File: config.mk
export PLATFORM = sky130hd
export DESIGN_NAME = shift_seq_unit
export DESIGN_NICKNAME = d
export VERILOG_FILES = /design/src/rtl/shift_pkg.sv /design/src/rtl/shift_step.sv /design/src/rtl/shift_seq_unit.sv
export SDC_FILE = /design/constraint.sdc
export NUM_CORES = 1
export LEC_CHECK = 0
export BUFFER_PORTS_ARGS = -buffer_cell sky130_fd_sc_hd__buf_2
export CELL_PAD_IN_SITES_DETAIL_PLACEMENT = 0
export CELL_PAD_IN_SITES_GLOBAL_PLACEMENT = 1
export CORE_ASPECT_RATIO = 2
export CORE_MARGIN = 5
export CORE_UTILIZATION = 30
export DETAILED_ROUTE_END_ITERATION = 12
export HOLD_SLACK_MARGIN = 0.06
export PLACE_DENSITY_LB_ADDON = 0.05
export SYNTH_ARGS = -nofsm -noshare
export SYNTH_HDL_FRONTEND = slang
export SYNTH_SLANG_ARGS = --single-unit
File: constraint.sdc
create_clock -name clk -period 1.71 [get_ports clk]
set_input_delay 0.2565 -clock clk [delete_from_list [all_inputs] [get_ports clk]]
set_output_delay 0.2565 -clock clk [all_outputs]
set_load 0.02 [all_outputs]
File: src/rtl/shift_pkg.sv
// Shared types for the sequential shift/rotate unit and its single-step helper.
package shift_pkg;

    typedef enum logic [2:0] {
        OP_LSL = 3'd0,
        OP_LSR = 3'd1,
        OP_ASR = 3'd2,
        OP_ROL = 3'd3,
        OP_ROR = 3'd4
    } shift_op_e;

    typedef enum logic [1:0] {
        ST_IDLE  = 2'd0,
        ST_SHIFT = 2'd1,
        ST_DONE  = 2'd2
    } shift_state_e;

    function automatic logic is_legal_op(input logic [2:0] op);
        logic legal;
        case (shift_op_e'(op))
            OP_LSL, OP_LSR, OP_ASR, OP_ROL, OP_ROR: legal = 1'b1;
            default:                                legal = 1'b0;
        endcase
        return legal;
    endfunction

endpackage

File: src/rtl/shift_step.sv
// One 1-bit shift/rotate step on a WIDTH-bit word; purely combinational.
module shift_step
    import shift_pkg::*;
#(
    parameter int unsigned WIDTH = 8
) (
    input  logic [WIDTH-1:0] data,
    input  logic [2:0]       op,
    output logic [WIDTH-1:0] result
);

    always_comb begin
        result = data;
        case (shift_op_e'(op))
            OP_LSL:  result = {data[WIDTH-2:0], 1'b0};
            OP_LSR:  result = {1'b0, data[WIDTH-1:1]};
            OP_ASR:  result = {data[WIDTH-1], data[WIDTH-1:1]};
            OP_ROL:  result = {data[WIDTH-2:0], data[WIDTH-1]};
            OP_ROR:  result = {data[0], data[WIDTH-1:1]};
            default: result = data;
        endcase
    end

endmodule

File: src/rtl/shift_seq_unit.sv
// Sequential variable-amount shifter: one 1-bit step per clock, valid/ready on both sides.
module shift_seq_unit
    import shift_pkg::*;
#(
    parameter int unsigned WIDTH = 8,
    parameter int unsigned AMT_W = $clog2(WIDTH)
) (
    input  logic             clk,
    input  logic             rst,
    input  logic             in_valid,
    output logic             in_ready,
    input  logic [WIDTH-1:0] in_data,
    input  logic [2:0]       in_op,
    input  logic [AMT_W-1:0] in_amt,
    output logic             out_valid,
    input  logic             out_ready,
    output logic [WIDTH-1:0] out_data,
    output logic             out_err,
    output logic             busy
);

    shift_state_e     state;
    logic [WIDTH-1:0] data;
    logic [2:0]       op;
    logic [AMT_W-1:0] cnt;
    logic             err;
    logic             valid;
    logic             busy_r;
    logic [WIDTH-1:0] step_data;

    shift_step #(.WIDTH(WIDTH)) u_step (
        .data   (data),
        .op     (op),
        .result (step_data)
    );

    // out_valid/busy are registered alongside the state so they change exactly with it.
    always_ff @(posedge clk) begin
        if (rst) begin
            state  <= ST_IDLE;
            data   <= '0;
            op     <= '0;
            cnt    <= '0;
            err    <= 1'b0;
            valid  <= 1'b0;
            busy_r <= 1'b0;
        end else begin
            case (state)
                ST_IDLE: begin
                    if (in_valid) begin
                        data   <= in_data;
                        op     <= in_op;
                        cnt    <= in_amt;
                        err    <= !is_legal_op(in_op);
                        busy_r <= 1'b1;
                        if (in_amt == '0 || !is_legal_op(in_op)) begin
                            state <= ST_DONE;
                            valid <= 1'b1;
                        end else begin
                            state <= ST_SHIFT;
                        end
                    end
                end
                ST_SHIFT: begin
                    data <= step_data;
                    cnt  <= cnt - AMT_W'(1);
                    if (cnt == AMT_W'(1)) begin
                        state <= ST_DONE;
                        valid <= 1'b1;
                    end
                end
                ST_DONE: begin
                    if (out_ready) begin
                        state  <= ST_IDLE;
                        valid  <= 1'b0;
                        busy_r <= 1'b0;
                    end
                end
                default: begin
                    state  <= ST_IDLE;
                    valid  <= 1'b0;
                    busy_r <= 1'b0;
                end
            endcase
        end
    end

    assign in_ready  = (state == ST_IDLE);
    assign out_valid = valid;
    assign out_data  = data;
    assign out_err   = err;
    assign busy      = busy_r;

endmodule
==> results_dict.tcl, run 1 <==
set metrics [dict create \
    yosysSeqAreaShare_pct 34.1 \
    fin_skew_ns 0.00334 \
    grt_max_degree 16 \
    holdPathEnd "out_data[0]" \
    ys_types 37 \
    synth-edff-count 0 \
    drtAntennaViolNets 0 \
    postCtsSetupRepairBufs 0 \
    relSlewSlack_pct 63.5 \
    r2r-start "op[2]" \
    cellPowerDensity_mw_per_mm2 1360 \
    num_io_pins 30 \
    layout-drive-gt1-share_pct 32.1 \
    synth_top_area_share_pct 34.1 \
    ff2ff_path_depth 4 \
    worst_pin_slew_ns 0.545 \
    place.gp.congestion 0.786 \
    ir_drop_uv 606 \
    cp.arrival_ns 1.67 \
    worstPathRequired_ns 1.86 \
    nets 183 \
    wl_um 3150 \
    cts_buffers 3 \
    wl_met3_um 121 \
    synth_common_cells "dfxtp_1 (19), mux2i_1 (12), nor2_1 (11)" \
    cp_max_fo 7 \
    die_area_mm2 0.00511 \
    met1_length_um 1260 \
    status "finished, final reports clean" \
    hold_start "in_data[0]" \
    dr.pass1.iters 4 \
    hold_buffers 0 \
    synth-seq-cells 19 \
    route.detailed.drc 0 \
    timing.final.crit_share_pct 89.3 \
    critPathLaunchType "flop" \
    die_w_um 53.1 \
    setup_violations 0 \
    hpwl_um 2510 \
    yosys_most_used_dff "dfxtp_1" \
    netlist_area_mm2 0.00111 \
    cts_buffer_depth 2 \
    grt.overflow.total 0 \
    grt_pass1_wl_um 5280 \
    grt_usage_pct 13.9 \
    r2r-end "out_data[4]" \
    fin_hold_ws_ns 0.247 \
    start_util_pct 30.9 \
    highest_layer "met4" \
    crit_type "reg -> reg" \
    clk_pin_slew_ns 0.08 \
    leakagePower_nw 0.587 \
    hold_class "in -> reg" \
    first_iter_violations 9 \
    wl_per_cell_um 14.9 \
    grt_antenna_before_repair 0 \
    yosysTopAreaCell "dfxtp_1" \
    cts_root_buf "clkbuf_8" \
    core_area_mm2 0.00361 \
    whs_path_depth 3 \
    cpMaxStageDelayCell "dfxtp_1" \
    cts.sinks 19 \
    endpoint_kind "flop" \
    slew_violations 0 \
    die_h_um 96.2 \
    route.met2.wl_um 1720 \
    htreeDepth 1 \
    fin_setup_tns_ns 0 \
    diodes 0 \
    num_vias 1063 \
    synthTopCellsByArea "dfxtp_1 (34%), mux2i_1 (11%), o211ai_2 (6.7%)" \
    fmax_mhz 655 \
    grt_pass1_vias 1117 \
    async_flop_share_pct 0 \
    post_cts_resized 0 \
    yosysMostFrequentCell "dfxtp_1" \
    core.rowCount 31 \
    clock_latency_ns 0.26 \
    fin_crit_ns 1.53 \
    cp_cell_sequence "or3b_4 -> o21ai_4 -> mux2i_1 -> o211ai_2" \
    hold_viol 0 \
    cap_violations 0 \
    synth_area_per_cell_um2 8.78 \
    ys_warn_count 0 \
    r2r_slack_ns 0.18 \
    areaGrowthSynthToFinish_pct 25.6 \
    vias_per_cell 5.04 \
    rsz0062_at_grt "no" \
    p_total_mw 1.91 \
    cts_tree "done" \
    portBuffers 29 \
    syn_nets 147 \
    syn_inst 127 \
    max_stage_delay_ns 0.47 \
    fin_util_pct 38.8 \
]
==> power breakdown <==
group          switching (mW)  leakage [nW]  internal (mW)
logic                   0.507         0.407          0.385
clock network           0.156        0.0228          0.166
registers               0.137         0.157          0.558
==> flip-flops by register name, indices dropped and copies added, names as in the netlist <==
signal and flops:
out_data 8, cnt 3, op 3, state 2, busy 1, out_err 1
out_valid 1
==> area by class of cell <==
type / count / area, µm²
Clock buffer: 4 / 45.0
Fill cell: 394 / 2210
Inverter: 9 / 33.8
Multi-Input combinational cell: 92 / 667
Sequential cell: 19 / 380
Tap cell: 49 / 61.3
Timing Repair Buffer: 38 / 213
==> worst max-delay path by stage <==
stage / end / startpoint / slack (ns)
after global placement: out_data[4] / op[2] / 0.20
after global routing: out_data[4] / op[2] / 0.06
final: out_data[4] / op[2] / 0.18
after floorplan: op[0] / state[0] / 0.27
after detailed placement: out_data[6] / op[2] / 0.18
after CTS: out_data[4] / op[2] / 0.18
==> cell usage in the layout (no fill, tap or decap), drive strengths merged, types with 2 or more instances in the layout <==
cell / n
nor2: 11
nor3: 3
inv: 8
clkbuf: 4
nand2: 8
nand2b: 3
o211ai: 9
mux2i: 12
a21oi: 5
o221ai: 3
o21ai: 4
buf: 38
nand4: 7
ha: 2
nand3: 8
dfxtp: 19
a221oi: 2
==> per-stage QoR <==
step           area, µm²  instances  setup slack (ns)
6_report            1400        211             0.183
5_1_grt             1400        211            0.0590
4_1_cts             1400        211             0.175
3_5_place_dp        1360        207             0.183
3_3_place_gp        1360        207             0.197
2_1_floorplan       1110        127             0.267
==> critical path: cells and delay by family (launching register included) <==
kind	cells	cell delay (ns)
simple gates	1	0.44
flops	1	0.47
compound gates	2	0.24
mux	1	0.26
==> metal layers <==
layer | global-route usage, % | vias to the layer above
li1 | - | 540
met1 | 14.5 | 496
met2 | 27.0 | 23
met3 | 2.02 | 4
met4 | 4.48 | 0
met5 | 0 | -
==> cells by family (layout without fill, tap and decap cells) <==
family / count (synthesis) / in the layout / share of synthesized area, %
and+or+nand+nor: 47 / 47 / 22.6
buffers and inverters: 16 / 51 / 6.06
adders and majority gates: 2 / 2 / 2.24
xor gates and xnor gates: 1 / 1 / 0.786
muxes: 12 / 12 / 10.8
AOI/OAI and AO/OA: 30 / 30 / 23.5
DFF: 19 / 19 / 34.1
(Power assumes the default switching activity.)
==> inputs of run 2 (changes only) <==
==> constraint.sdc (replaced) <==
create_clock -name clk -period 1.7 [get_ports clk]
set_input_delay 0.255 -clock clk [delete_from_list [all_inputs] [get_ports clk]]
set_output_delay 0.255 -clock clk [all_outputs]
set_load 0.02 [all_outputs]
==> run 2 against run 1 <==
Net effect: sequential power grew 0.6%; via count rose by 3.5%; clock power about the same; flip-flop and latch count did not move; sequential share of layout area shrank 0.14 points; cell area rose by 0.54%.
==> results_dict.tcl, run 2 (synthesis results as in run 1) <==
set metrics [dict create \
    setup_violations 0 \
    portBuffers 29 \
    endpoint "out_data[4]" \
    p_total_mw 1.92 \
    cp.arrival_ns 1.70 \
    crit_type "reg -> reg" \
    endpoint_kind "flop" \
    hold_viol 0 \
    core_area_mm2 0.00361 \
    hpwl_um 2530 \
    clock_latency_ns 0.26 \
    die_h_um 96.2 \
    cts_tree "done" \
    areaGrowthSynthToFinish_pct 26.3 \
    fmax_mhz 644 \
    critPathLaunchType "flop" \
    clk_pin_slew_ns 0.08 \
    relSlewSlack_pct 65.2 \
    layout-drive-gt1-share_pct 32.5 \
    cts_buffer_depth 2 \
    core.rowCount 31 \
    fin_skew_ns 0.00387 \
    place.gp.congestion 0.788 \
    die_w_um 53.1 \
    cap_violations 0 \
    slew_violations 0 \
    crit_start "op[2]" \
    grt_usage_pct 13.6 \
    fin_crit_ns 1.55 \
    pwr-share-seq_pct 36.5 \
    largest_reg_flops 8 \
    r2r_slack_ns 0.15 \
    internal-power_mw 1.12 \
    cts.sinks 19 \
    cellPowerDensity_mw_per_mm2 1360 \
    route.detailed.drc 0 \
    rsz0062_at_grt "no" \
    layout_commonest_cell "buf_2" \
    wl_per_cell_um 14.9 \
    fillers 398 \
    r2r-start "op[2]" \
    htreeDepth 1 \
    post_cts_resized 0 \
    num_io_pins 30 \
    worst_pin_slew_ns 0.520 \
    switchingPower_mw 0.800 \
    leakagePower_nw 0.592 \
    grt_max_degree 16 \
    first_iter_violations 9 \
    hold_class "in -> reg" \
    grt_antenna_before_repair 0 \
    cp_max_fo 7 \
    dr.pass1.iters 4 \
    fin_setup_tns_ns 0 \
    grt_pass1_wl_um 5170 \
    hold_buffers 0 \
    postCtsSetupRepairBufs 0 \
    ff2ff_path_depth 4 \
    cts_buffers 3 \
    start_util_pct 30.9 \
    vias_per_cell 5.19 \
    cts_root_buf "clkbuf_8" \
    pwr-share-comb_pct 46.6 \
    drtAntennaViolNets 0 \
    grt.overflow.total 0 \
    diodes 0 \
    num_vias 1100 \
    wl_um 3150 \
    r2r-end "out_data[4]" \
    switching_share_pct 41.7 \
    worstPathRequired_ns 1.84 \
    layout_common_cells "buf_2 (29), dfxtp_1 (19), mux2i_1 (12)" \
    fin_util_pct 39.0 \
    clkPwrFrac_pct 16.9 \
    die_area_mm2 0.00511 \
    grt_pass1_vias 1142 \
    ir_drop_uv 564 \
    nets 184 \
    timing.final.crit_share_pct 91.3 \
    status "finished, final reports clean" \
]
## run 2: cell count changes in the layout (fill, tap and decap cells not counted)
cell	before	now
buf_4	9	10
## run 2: area by class of cell
class / instances / area, µm² / area share, %
clock buffer: 4 / 45.0 / 3.20
inverter: 9 / 33.8 / 2.40
multi-input combinational: 92 / 667 / 47.4
sequential: 19 / 380 / 27.0
tap: 49 / 61.3 / 4.36
timing repair buffer: 39 / 220 / 15.6
## run 2: worst min-delay path by stage
stage,from,end,slack (ns),depth (start not counted)
after detailed placement,out_valid,out_valid,0.46,2
after CTS,in_op[1],op[1],0.24,3
after global routing,in_data[2],out_data[2],0.26,3
after floorplan,in_op[0],op[0],0.40,2
final,in_data[0],out_data[0],0.25,3
after global placement,out_valid,out_valid,0.45,2
## run 2: through the flow
step                      cell area (µm²)  setup slack (ns)  cells  hold WS, ns
after floorplan                      1110             0.257    127        0.402
after global placement               1360             0.192    208        0.452
after detailed placement             1360             0.153    208        0.455
after CTS                            1410             0.131    212        0.242
after global routing                 1410            0.0519    212        0.261
final                                1410             0.147    212        0.248
## run 2: power groups by stage
stage | clock (mW) | combinational (mW) | sequential [mW]
after global placement | 0 | 0.904 | 0.710
after floorplan | 0 | 0.562 | 0.743
after global routing | 0.356 | 0.983 | 0.724
after CTS | 0.344 | 0.910 | 0.702
after detailed placement | 0 | 0.903 | 0.713
final | 0.324 | 0.892 | 0.700
## run 2: worst max-delay path, cell delays in order (launching register included)
cell      delay [ns]
dfxtp_1         0.48
or3b_4          0.45
o21ai_4         0.15
mux2i_1         0.26
o211ai_2        0.10
## run 2: routing by layer
layer / wire length (µm) / up-vias / track usage (%)
met5: 0 / - / 0
met4: 89 / 0 / 7.68
met3: 130 / 8 / 2.02
met2: 1740 / 28 / 26.0
met1: 1190 / 519 / 12.9
li1: - / 545 / -
==> inputs of run 3 (changes only) <==
--- a/config.mk
+++ b/config.mk
@@ -13,7 +13,7 @@
 export CORE_UTILIZATION = 30
 export DETAILED_ROUTE_END_ITERATION = 12
 export HOLD_SLACK_MARGIN = 0.06
-export PLACE_DENSITY_LB_ADDON = 0.05
+export PLACE_DENSITY_LB_ADDON = 0.08
 export SYNTH_ARGS = -nofsm -noshare
 export SYNTH_HDL_FRONTEND = slang
 export SYNTH_SLANG_ARGS = --single-unit
==> constraint.sdc (replaced) <==
create_clock -name clk -period 1.9 [get_ports clk]
set_input_delay 0.285 -clock clk [delete_from_list [all_inputs] [get_ports clk]]
set_output_delay 0.285 -clock clk [all_outputs]
set_load 0.02 [all_outputs]
==> run 3 against run 2 <==
Net effect: critical endpoint is now out_data[1]; setup slack better by 0.19 ns; highest routed layer unchanged; sequential share of layout area up 0.44 points; largest cell class unchanged; global-route usage is essentially flat.
==> results_dict.tcl, run 3 (synthesis results as in run 1) <==
set metrics [dict create \
    die_w_um 53.1 \
    fillers 398 \
    layout_commonest_cell "buf_2" \
    fmax_mhz 638 \
    timing.final.crit_share_pct 82.4 \
    wl_um 3170 \
    num_vias 1082 \
    post_cts_resized 0 \
    clk_pin_slew_ns 0.07 \
    core.rowCount 31 \
    cellPowerDensity_mw_per_mm2 1220 \
    cts_tree "done" \
    nets 181 \
    layout_common_cells "buf_2 (29), dfxtp_1 (19), mux2i_1 (12)" \
    leakagePower_nw 0.579 \
    cts_buffer_depth 2 \
    core_area_mm2 0.00361 \
    diodes 0 \
    worst_pin_slew_ns 0.544 \
    highest_layer "met4" \
    register_area_um2 380 \
    htreeDepth 1 \
    cap_violations 0 \
    cts_buffers 3 \
    grt_pass1_vias 1089 \
    place.gp.congestion 0.753 \
    rsz0062_at_grt "no" \
    cp_max_fo 7 \
    worstPathRequired_ns 2.03 \
    start_util_pct 30.9 \
    wl_met3_um 154 \
    status "finished, final reports clean" \
    route.met2.wl_um 1670 \
    grt_max_degree 12 \
    fin_hold_ws_ns 0.277 \
    hold_class "in -> reg" \
    relSlewSlack_pct 63.6 \
    largest_reg_flops 8 \
    fin_skew_ns 0.00347 \
    grt_antenna_before_repair 0 \
    fin_setup_tns_ns 0 \
    cts.sinks 19 \
    cp.arrival_ns 1.70 \
    grt.overflow.total 0 \
    die_area_mm2 0.00511 \
    die_h_um 96.2 \
    setup_violations 0 \
    hpwl_um 2530 \
    ir_drop_uv 677 \
    route.detailed.drc 0 \
    dr.pass1.iters 4 \
    first_iter_violations 12 \
    critPathLaunchType "flop" \
    num_io_pins 30 \
    hold_buffers 0 \
    crit_type "reg -> reg" \
    wl_per_cell_um 15.2 \
    layout-drive-gt1-share_pct 31.3 \
    multi_input_area_um2 667 \
    drtAntennaViolNets 0 \
    endpoint_kind "flop" \
    hold_viol 0 \
    grt_usage_pct 13.5 \
    grt_pass1_wl_um 5110 \
    portBuffers 29 \
    cts_root_buf "clkbuf_8" \
    clock_latency_ns 0.25 \
    fin_crit_ns 1.57 \
    postCtsSetupRepairBufs 0 \
    areaGrowthSynthToFinish_pct 24.2 \
    met1_length_um 1310 \
    vias_per_cell 5.18 \
    slew_violations 0 \
]
## run 3: where the power goes
part | internal, mW | switching, mW
logic | 0.326 | 0.446
registers | 0.503 | 0.129
clock network | 0.149 | 0.136
total | 0.978 | 0.711
## run 3: metrics by stage
step	setup WS (ns)	instance area, µm²	power (mW)	std cells	util [%]
after detailed placement	0.316	1340	1.43	205	37.1
after CTS	0.313	1390	1.72	209	38.4
after global routing	0.221	1390	1.82	209	38.4
after floorplan	0.457	1110	1.17	127	-
final	0.334	1390	1.69	209	38.4
after global placement	0.343	1340	1.42	205	37.1
## run 3: path summary, 6_finish.rpt
path         cells after the start           to  slack [ns]       start
min                              3  out_data[5]        0.28  in_data[5]
max                              4  out_data[1]        0.33       op[2]
min reg2reg                      2    out_valid        0.47   out_valid
max reg2reg                      4  out_data[1]        0.33       op[2]
## run 3: cell type report
cell class | instances | area share, %
clock buffers | 4 | 3.25
inverters | 9 | 2.44
multi-input cells | 92 | 48.1
flip-flops and latches | 19 | 27.5
well taps | 49 | 4.43
repair buffers | 36 | 14.3
## run 3: worst max-delay path: stages (launching register included)
cell	delay, ns
dfxtp_1	0.48
or3b_4	0.46
o21ai_4	0.15
mux2i_1	0.26
o211ai_2	0.10
## run 3: per-layer routing
metal,vias to the layer above,track usage (%)
met3,2,1.86
met1,511,15.0
met2,28,25.0
met5,-,0
li1,541,-
met4,0,5.12
